**config.mk**
```make
export PLATFORM = sky130hd
export DESIGN_NAME = game_flow_ctrl
export DESIGN_NICKNAME = d
export VERILOG_FILES = /design/src/rtl/game_flow_ctrl.sv
export SDC_FILE = /design/constraint.sdc
export NUM_CORES = 1
export LEC_CHECK = 0
export CAP_MARGIN = 20
export CORE_MARGIN = 2
export CORE_UTILIZATION = 30
export DETAILED_ROUTE_END_ITERATION = 8
export GPL_TIMING_DRIVEN = 0
export HOLD_SLACK_MARGIN = 0.02
export PLACE_DENSITY = 0.79
export RECOVER_POWER = 25
export SLEW_MARGIN = 20
export SYNTH_ARGS = -nofsm -noshare
export SYNTH_HDL_FRONTEND = slang
export SYNTH_SLANG_ARGS = --single-unit
```
**constraint.sdc**
```tcl
create_clock -name clk -period 2.08 [get_ports clk]
set_input_delay 0.416 -clock clk [delete_from_list [all_inputs] [get_ports clk]]
set_output_delay 0.416 -clock clk [all_outputs]
set_load 0.005 [all_outputs]
```
**src/rtl/game_flow_ctrl.sv**
```systemverilog
// game_flow_ctrl: frame-level game sequencer for collisions, lives, respawn and game-over timing
// Ports:
//   clk, resetN                 pixel clock, asynchronous active-low reset
//   pxl_x, pxl_y                current pixel; (0,0) entry marks the frame commit edge
//   Start                       start button level (synchronous)
//   draw_ship/rock/shot         per-pixel draw requests of the game objects
//   state, lives                game state (0 IDLE,1 PLAY,2 DYING,3 OVER) and remaining lives
//   ship_enable, ship_collision ship control and one-cycle destroy pulse
//   score_clear, score_add      one-cycle score pulses; score_sum is the per-hit amount
//   game_over                   high while in OVER
module game_flow_ctrl #(
  parameter int LIVES = 3,
  parameter int RESPAWN_FRAMES = 120,
  parameter int OVER_FRAMES = 300,
  parameter int HIT_SCORE = 1
) (
  input  logic        clk,
  input  logic        resetN,
  input  logic [31:0] pxl_x,
  input  logic [31:0] pxl_y,
  input  logic        Start,
  input  logic        draw_ship,
  input  logic        draw_rock,
  input  logic        draw_shot,
  output logic [1:0]  state,
  output logic [2:0]  lives,
  output logic        ship_enable,
  output logic        ship_collision,
  output logic        score_clear,
  output logic        score_add,
  output logic [7:0]  score_sum,
  output logic        game_over
);
  typedef enum logic [1:0] {IDLE, PLAY, DYING, OVER} state_t;
  state_t st, st_n;
  logic [9:0] cnt, cnt_n;
  logic [2:0] lives_n;
  logic ship_hit, rock_hit, ship_hit_n, rock_hit_n;
  logic origin_q, start_q, origin, commit, start_edge, live;
  logic col_n, clr_n, add_n;
  assign state = st;
  assign score_sum = 8'(HIT_SCORE);
  always_comb begin
    origin = pxl_x == '0 && pxl_y == '0;
    commit = origin && !origin_q;
    start_edge = Start && !start_q;
    live = st == PLAY || st == DYING;
    st_n = st;
    cnt_n = cnt;
    lives_n = lives;
    col_n = 1'b0;
    clr_n = 1'b0;
    add_n = commit && rock_hit && live;
    // an overlap seen on the commit edge itself belongs to the new frame
    ship_hit_n = (ship_hit && !commit) || (st == PLAY && draw_ship && draw_rock);
    rock_hit_n = (rock_hit && !commit) || (live && draw_shot && draw_rock);
    if (start_edge && (st == IDLE || st == OVER)) begin
      st_n = PLAY;
      lives_n = 3'(LIVES);
      clr_n = 1'b1;
      ship_hit_n = 1'b0;
      rock_hit_n = 1'b0;
    end else if (commit) begin
      case (st)
        PLAY: if (ship_hit) begin
          col_n = 1'b1;
          lives_n = lives - 3'(lives != 3'd0);
          st_n = lives <= 3'd1 ? OVER : DYING;
          cnt_n = lives <= 3'd1 ? 10'(OVER_FRAMES) : 10'(RESPAWN_FRAMES);
        end
        DYING: begin
          cnt_n = cnt - 10'(cnt != 10'd0);
          if (cnt <= 10'd1) begin
            st_n = PLAY;
            ship_hit_n = 1'b0;
            rock_hit_n = 1'b0;
          end
        end
        OVER: begin
          cnt_n = cnt - 10'(cnt != 10'd0);
          if (cnt <= 10'd1) begin
            st_n = IDLE;
            lives_n = 3'd0;
          end
        end
        default: ;
      endcase
    end
  end
  always_ff @(posedge clk or negedge resetN) begin
    if (!resetN) begin
      st <= IDLE;
      cnt <= '0;
      lives <= '0;
      ship_hit <= 1'b0;
      rock_hit <= 1'b0;
      origin_q <= 1'b0;
      start_q <= 1'b1;
      ship_enable <= 1'b0;
      ship_collision <= 1'b0;
      score_clear <= 1'b0;
      score_add <= 1'b0;
      game_over <= 1'b0;
    end else begin
      st <= st_n;
      cnt <= cnt_n;
      lives <= lives_n;
      ship_hit <= ship_hit_n;
      rock_hit <= rock_hit_n;
      origin_q <= origin;
      start_q <= Start;
      ship_enable <= st_n == PLAY;
      ship_collision <= col_n;
      score_clear <= clr_n;
      score_add <= add_n;
      game_over <= st_n == OVER;
    end
  end
endmodule

```
# --- Yosys cells after proc, flatten, opt, wreduce, memory -nomap -nowiden ---
# Index checks and enable logic that the tools add are counted.
classes:
  eq_ne: 8
  bitwise: 1
  reduce_logical: 30
  order_cmp: 2
  addsub: 2
  muxes: 28
op_table:
  columns: ["operator", "count"]
  rows:
  - ["$logic_not A32 Y1", 2]
  - ["$pmux W10 S2", 1]
  - ["$mux W1", 14]
  - ["$logic_and A1 B1 Y1", 12]
  - ["$mux W3", 4]
  - ["$le A10 B1 Y1 const B", 1]
  - ["$mux W10", 1]
  - ["$mux W2", 5]
  - ["$reduce_bool A10 Y1", 1]
  - ["$sub A10 B1 Y10", 1]
  - ["$mux W9", 1]
  - ["$reduce_and A4 Y1", 2]
  - ["$eq A2 B2 Y1 const B", 3]
  - ["$pmux W2 S3", 1]
  - ["$pmux W3 S2", 1]
  - ["$reduce_bool A3 Y1", 2]
  - ["$eq A2 B1 Y1 const B", 2]
  - ["$logic_or A1 B1 Y1", 4]
  - ["$reduce_bool A2 Y1", 2]
  - ["$le A3 B1 Y1 const B", 1]
  - ["$logic_not A1 Y1", 3]
  - ["$ne A3 B1 Y1 const B", 1]
  - ["$ne A3 B2 Y1 const B", 1]
  - ["$sub A3 B1 Y3", 1]
  - ["other kinds (4)", 4]
word_totals:
  reg_bits: 24
  in_bits: 70

# --- Depth between registers and ports, before layout ---
# Gate-level depths: netlist of run 1.
logic_depth:
  word_depth: 10
  mapped_depth: 10
  ltp_nobuf: 10

# --- Least setup slack after synthesis of run 1 ---
# Ideal clock, no wire load.
synth_path:
  kind: "flip-flop to flip-flop"
  startpoint: "register cnt[6]"
  endpoint: "register cnt[5]"
  setup_time_ns: 0.122
  t_required_ns: 1.958
  path_slack_ns: -0.003
  stages_incl_launch_ff: 10
  period_less_slack_ns: 2.083
  arrival_ns: 1.961
  cell_sequence: "dfrtp_1 -> nor4_1 -> and3_1 -> nand2_1 -> ha_1 -> and3_1 -> buf_1 -> nor2_1 -> nor2_1 -> o22a_1"
synth_via:
  elab_chain_cells: 3
synth_lines:
  columns: ["item", "line", "rtl"]
  rows:
  - ["start: declaration", "36", "logic [9:0] cnt, cnt_n;"]
  - ["start signal: assignment", "106", "cnt <= cnt_n;"]
  - ["$reduce_bool A10 Y1", "72, 80", null]
  - ["$sub A10 B1 Y10", "72, 80", null]
  - ["$pmux W10 S2", "64", "case (st)"]
# Every way passes these cells.
# A chain may end at the register's enable or synchronous reset.

# --- Worst setup path in the final report of run 1 ---
layout_path:
  startpoint: "input pxl_y[5]"
  endpoint: "register cnt[9]"
layout_via:
  elab_chain_cells: 4
layout_lines:
  columns: ["item", "line", "rtl"]
  rows:
  - ["start: declaration", "20", "input logic [31:0] pxl_y,"]
  - ["$logic_not A32 Y1", "44", "origin = pxl_x == '0 && pxl_y == '0;"]
  - ["$logic_and A1 B1 Y1", "44", null]
  - ["via origin", "39", "logic origin_q, start_q, origin, commit, start_edge, live;"]
  - ["$logic_and A1 B1 Y1", "45", "commit = origin && !origin_q;"]
  - ["$reduce_and A4 Y1 (no line)", null, null]
# The timed path passes the listed nets, and every way through them passes these cells.

==> results of run 1 <==
[logic make-up (layout without fill, tap and decap cells)]
group / Yosys count / count (layout) / synth area share (%)
AOI/OAI and AO/OA: 37 / 37 / 16.94
and+or+nand+nor: 82 / 82 / 29.56
DFF: 24 / 24 / 39.17
adders and majority gates: 8 / 8 / 6.515
buffers and inverters: 19 / 110 / 7.328
other: 2 / 8 / 0.4888
[path summary, 6_finish.rpt]
kind | start | endpoint | slack (ns) | cells past startpoint
setup / recovery | pxl_y[5] | cnt[9] | 0.06 | 9
hold / removal | resetN | cnt[9] | 0.40 | 1
setup reg to reg | state[1] | cnt[7] | 0.12 | 7
hold reg to reg | cnt[0] | cnt[0] | 0.49 | 2
max in group asynchronous | resetN | cnt[6] | 0.84 | 1
min in group clk | cnt[0] | cnt[0] | 0.49 | 2
[registers in the layout (all words and copies together), names as in the netlist]
| signal | flops |
|---|---|
| cnt | 10 |
| game_over | 1 |
| lives | 3 |
| origin_q | 1 |
| rock_hit | 1 |
| score_add | 1 |
| score_clear | 1 |
| ship_collision | 1 |
| ship_enable | 1 |
| ship_hit | 1 |
| start_q | 1 |
| state | 2 |
[synthesized netlist by cell type, drive strengths merged, types with 2 or more instances]
master	count	share of area [%]
a21oi	7	2.3
and2b	2	1.1
and3	5	2.0
buf	11	5.4
conb	2	0.49
dfrtp	23	37
ha	8	6.5
inv	7	1.7
nand2	15	3.7
nand3	3	1.8
nand4	6	2.4
nor2	23	5.6
nor3	5	2.0
nor4	19	9.1
o211a	2	1.3
o211ai	2	0.98
o21ai	10	3.3
o22a	2	1.1
o22ai	2	0.81
o31ai	6	3.9
[where the power goes]
| part | internal, mW | switching, mW | total, mW |
|---|---|---|---|
| clock | 0.258 | 0.156 | 0.413 |
| combinational | 0.0992 | 0.0497 | 0.149 |
| sequential | 0.468 | 0.000366 | 0.468 |
| total | 0.825 | 0.206 | 1.03 |
[stage by stage]
step / worst slack, ns / util [%]
final: 0.06331 / 55.34
after global placement: -0.6393 / 48.78
after CTS: 0.00003841 / 52.15
after detailed placement: -0.6548 / 48.78
after floorplan: 0.08688 / -
after global routing: -0.05965 / 55.34
[worst max-delay path, cell delays in order]
cell and delay [ns]:
dlygate4sd2_1 0.24, nor4_1 0.26, nand4_1 0.18, nor4_4 0.38
buf_4 0.21, nand3_4 0.11, buf_6 0.17, o21ai_2 0.14
o31ai_2 0.08
[layer usage]
layer	routed length [um]	up-vias	part of all wire (%)
met5	0	-	0
met4	127	0	2.6
met3	157	11	3.2
met2	2476	38	51
met1	2115	749	43
li1	-	815	-
[cell usage in the layout (no fill, tap or decap), types with 7 or more instances in the layout]
cell	netlist	routed
nand2_1	15	13
dlygate4sd2_1	0	23
nor2_1	23	23
dfrtp_1	23	18
inv_1	7	7
buf_4	9	16
a21oi_1	7	7
nor4_2	1	14
conb_1	2	8
dlymetal6s2s_1	0	28
clkdlybuf4s50_1	0	19
[layout make-up]
class | count | area [um2] | area share, %
clock inverter | 1 | 30.03 | 1.083
sequential | 24 | 608.1 | 21.93
multi-input combinational | 135 | 1017 | 36.69
clock buffer | 3 | 41.29 | 1.489
tap | 70 | 87.58 | 3.159
buffer | 11 | 86.33 | 3.114
timing repair buffer | 88 | 875.8 | 31.59
inverter | 7 | 26.28 | 0.9477
[what timing repair did]
action,CTS,global route
pin swaps,23,25
hold buffers,0,0
gates resized for setup,51,58
cloned,1,0
setup buffers,4,4
endpoints found under the setup margin,21,19
==> reports/metrics.cfg, run 1 <==
[place]
gp_congestion = 0.8407
place_area_um2 = 2444
place_inst = 327
port_buffers = 79
post-dp-hpwl_mm = 3.537

[floorplanning]
rows = 26
die_h_um = 75.57
die_w_um = 75.57
start_util_pct = 30.67
coreArea_um2 = 5010
die_area_um2 = 5710
ioPinCount = 88

[grt]
met1_usage_pct = 22.78
grt_pass1_wl_mm = 7.810
grt_max_degree = 25
antenna_found_initial = 0
grt_pass1_vias = 1692
grtUsageMet3_pct = 2.646
overflow = 0
grt_most_used_layer = met2
grtUsageTotal_pct = 17.83
gr-usage-met2_pct = 30.24

[routing]
post_drt_wl_per_cell_um = 14.38
drt-total-wl_mm = 4.876
via_per_inst = 4.758
dr.pass1.iters = 4
drt_iter0_markers = 110
ant_nets = 0
via_count = 1613
drcViolationCount = 0

[final_layout]
num-fill-cells = 467
final_nets = 348
final_area_um2 = 2773
fin_cells = 339
synthToLayoutAreaGrowth_pct = 80.46
diodes = 0
drive_above_1_share_pct = 26.39

[sta]
finalSetupViolCount = 0
finalHoldViolCount = 0
hold_ws_ns = 0.3969
period_needed_ns = 2.017
fin_tns_setup_ns = 0
min_period_over_period_pct = 96.96
fin_skew_ns = 0.003984
tightest_slew_ns = 1.281
final_max_slew_viol_count = 0
relSlewSlack_pct = 14.57
fmax_mhz = 495.9

[pwr]
peakVddDrop_v = 0.0003143
total_leakage_power_nw = 1.450
power-per-cell-area_nw_per_um2 = 371.7
p_total_mw = 1.031

[cts]
numCtsBuffers = 3
root_buffer = clkbuf_8
cts_tree = built
cts_max_path_buffers = 2
clk_latency_ns = 0.28
cts_sinks = 24
clkTransAtPathRegs_ns = 0.08
htree_levels = 1

[synth]
synth_warnings = 0
synth_flop_cell = dfrtp_1
synth_area_um2 = 1536
synth_seq_cells = 24
synthArstFlopShare_pct = 100.0
ys_types = 40
synth_edf_count = 0
synthCells = 172
seq_area_frac_synth_pct = 39.17
syn_area_per_cell_um2 = 8.933

[critical_path]
path_class = in -> reg
cp-start-kind = input pin
cp-end-kind = flop
worst-path-max-fanout = 8
cp.arrival_ns = 2.18
required_ns = 2.24

[flow_run]
maxCapViolations = 0

[outcome]
status = finished, final reports clean

[min_path]
hp-class = in -> async

Note: power is estimated with default switching activity, not from simulation.
==> run 2, diff against run 1 <==
MAX_ROUTING_LAYER = met4   (was not set)
==> reports/metrics.cfg, run 2 (synthesized netlist as in run 1, its figures left out) <==
[critical_path]
rr_worst_depth = 7
cp.arrival_ns = 2.17
cp-start-kind = input pin
cp_slowest_cell = nor4_4
path_class = in -> reg
worstPathCellList = dlygate4sd2_1, nor4_1, nand4_1, nor4_4, buf_4, nand3_4, buf_6, o21ai_2, o31ai_2
cp-end-kind = flop
reg2reg_slack_ns = 0.12
r2r_end = cnt[7]
path_buf_inv = 3
worstReg2RegStart = state[1]
worst-path-max-fanout = 8
cpPeakStageDelay_ns = 0.38
cp_top_family = simple AND/OR/NAND/NOR gates
required_ns = 2.24
cp_num_cells = 9

[grt]
antenna_found_initial = 0
grt_max_degree = 25
gr-usage-met2_pct = 30.05
overflow = 0
grtUsageTotal_pct = 18.44
grtUsageMet3_pct = 2.116
grt_pass1_wl_mm = 7.810
grt_pass1_vias = 1691
grt_most_used_layer = met2
met1_usage_pct = 23.44

[routing]
drt_iter0_markers = 109
dr.pass1.iters = 4
drt-total-wl_mm = 4.840
via_per_inst = 4.779
drcViolationCount = 0
ant_nets = 0
post_drt_wl_per_cell_um = 14.28
via_count = 1620

[final_layout]
regMostFlops = cnt
layout_commonest_cell = dlymetal6s2s_1
synthToLayoutAreaGrowth_pct = 80.46
drive_above_1_share_pct = 26.39
diodes = 0
final_nets = 348
layout_common_cells = dlymetal6s2s_1, nor2_1, dlygate4sd2_1, clkdlybuf4s50_1, dfrtp_1
final_area_um2 = 2773
largest_register_ffs = 10
postLayoutCoreUtil_pct = 55.34

[pwr]
peakVddDrop_v = 0.0003175
power-per-cell-area_nw_per_um2 = 371.8
power.share.clock_pct = 40.1
p_total_mw = 1.031
total_leakage_power_nw = 1.450
pwr-share-comb_pct = 14.4
p_seq_share_pct = 45.4
intPower_mw = 0.8248
sw_frac_of_total_pct = 19.99
switching_power_mw = 0.2061

[sta]
tightest_slew_ns = 1.269
min_period_over_period_pct = 96.59
final_max_slew_viol_count = 0
finalHoldViolCount = 0
fin_skew_ns = 0.002466
hold_ws_ns = 0.3921
fmax_mhz = 497.7
fin_tns_setup_ns = 0
finalSetupViolCount = 0
relSlewSlack_pct = 15.39
period_needed_ns = 2.009

[cts]
numCtsBuffers = 3
htree_levels = 1
cts_max_path_buffers = 2
root_buffer = clkbuf_8
clkTransAtPathRegs_ns = 0.08
cts_sinks = 24
cts_tree = built
clk_latency_ns = 0.28

[min_path]
hp-class = in -> async

[outcome]
status = finished, final reports clean

[floorplanning]
coreArea_um2 = 5010
ioPinCount = 88
start_util_pct = 30.67
rows = 26
die_h_um = 75.57
die_area_um2 = 5710
die_w_um = 75.57

[flow_run]
maxCapViolations = 0

[place]
port_buffers = 79
place_area_um2 = 2444
post-dp-hpwl_mm = 3.537
gp_congestion = 0.8538

run 2: cell counts in the layout (fill, tap and decap cells not counted):
No cell type changed its count.
run 2: layer usage:
| metal | up-vias | routed length (um) | part of all wire, % |
|---|---|---|---|
| li1 | 814 | - | - |
| met1 | 752 | 2092 | 43 |
| met2 | 43 | 2470 | 51 |
| met3 | 11 | 142 | 2.9 |
| met4 | 0 | 133 | 2.7 |
| met5 | - | 0 | 0 |
run 2: through the flow:
step	worst slack (ns)	instances
after global routing	-0.06463	339
after CTS	0.00003841	336
after floorplan	0.08688	178
after global placement	-0.6393	327
after detailed placement	-0.6548	327
final	0.07093	339
run 2: power groups by stage:
stage / logic, mW / registers, mW / clock network [mW]
after floorplan: 0.0211 / 0.477 / 0
after global placement: 0.162 / 0.477 / 0
after detailed placement: 0.164 / 0.477 / 0
after CTS: 0.150 / 0.468 / 0.423
after global routing: 0.162 / 0.468 / 0.445
final: 0.149 / 0.468 / 0.414
run 2: final cells by class:
cell class	instances	area, um2
sequential	24	608.1
inverter	7	26.28
clock inverter	1	30.03
tap	70	87.58
multi-input combinational	135	1017
fill	467	2237
buffer	11	86.33
clock buffer	3	41.29
timing repair buffer	88	875.8
run 2: worst register-to-register path, cell delays in order, from the launching register on:
cell	delay, ns
dfrtp_2	0.42
inv_1	0.08
ha_1	0.27
and2b_2	0.25
nor3_4	0.21
nand4_1	0.25
buf_4	0.21
o31ai_1	0.18
run 2: how the worst max path moves through the flow:
stage / startpoint / end / slack (ns)
global route: state[0] / cnt[6] / -0.06
detailed placement: pxl_x[14] / cnt[3] / -0.65
CTS: pxl_y[17] / lives[2] / 0.00004
global placement: pxl_x[14] / cnt[3] / -0.64
floorplan: cnt[6] / cnt[5] / 0.09
finish: pxl_y[5] / cnt[9] / 0.07
run 2: timing repair:
action,4_1_cts,5_1_grt
setup endpoints to repair,21,19
buffers inserted,4,4
hold buffers,0,0
gates cloned,1,0
pin swaps,23,25
resized for setup,51,58
==> run 3, diff against run 2 <==
SLEW_MARGIN = 40   (was 20)
==> results of run 3 <==
No change in the layout: final DEF, timing and power equal those of run 2.
Among the figures that moved: cell area after placement 2444 um2 -> 2439 um2
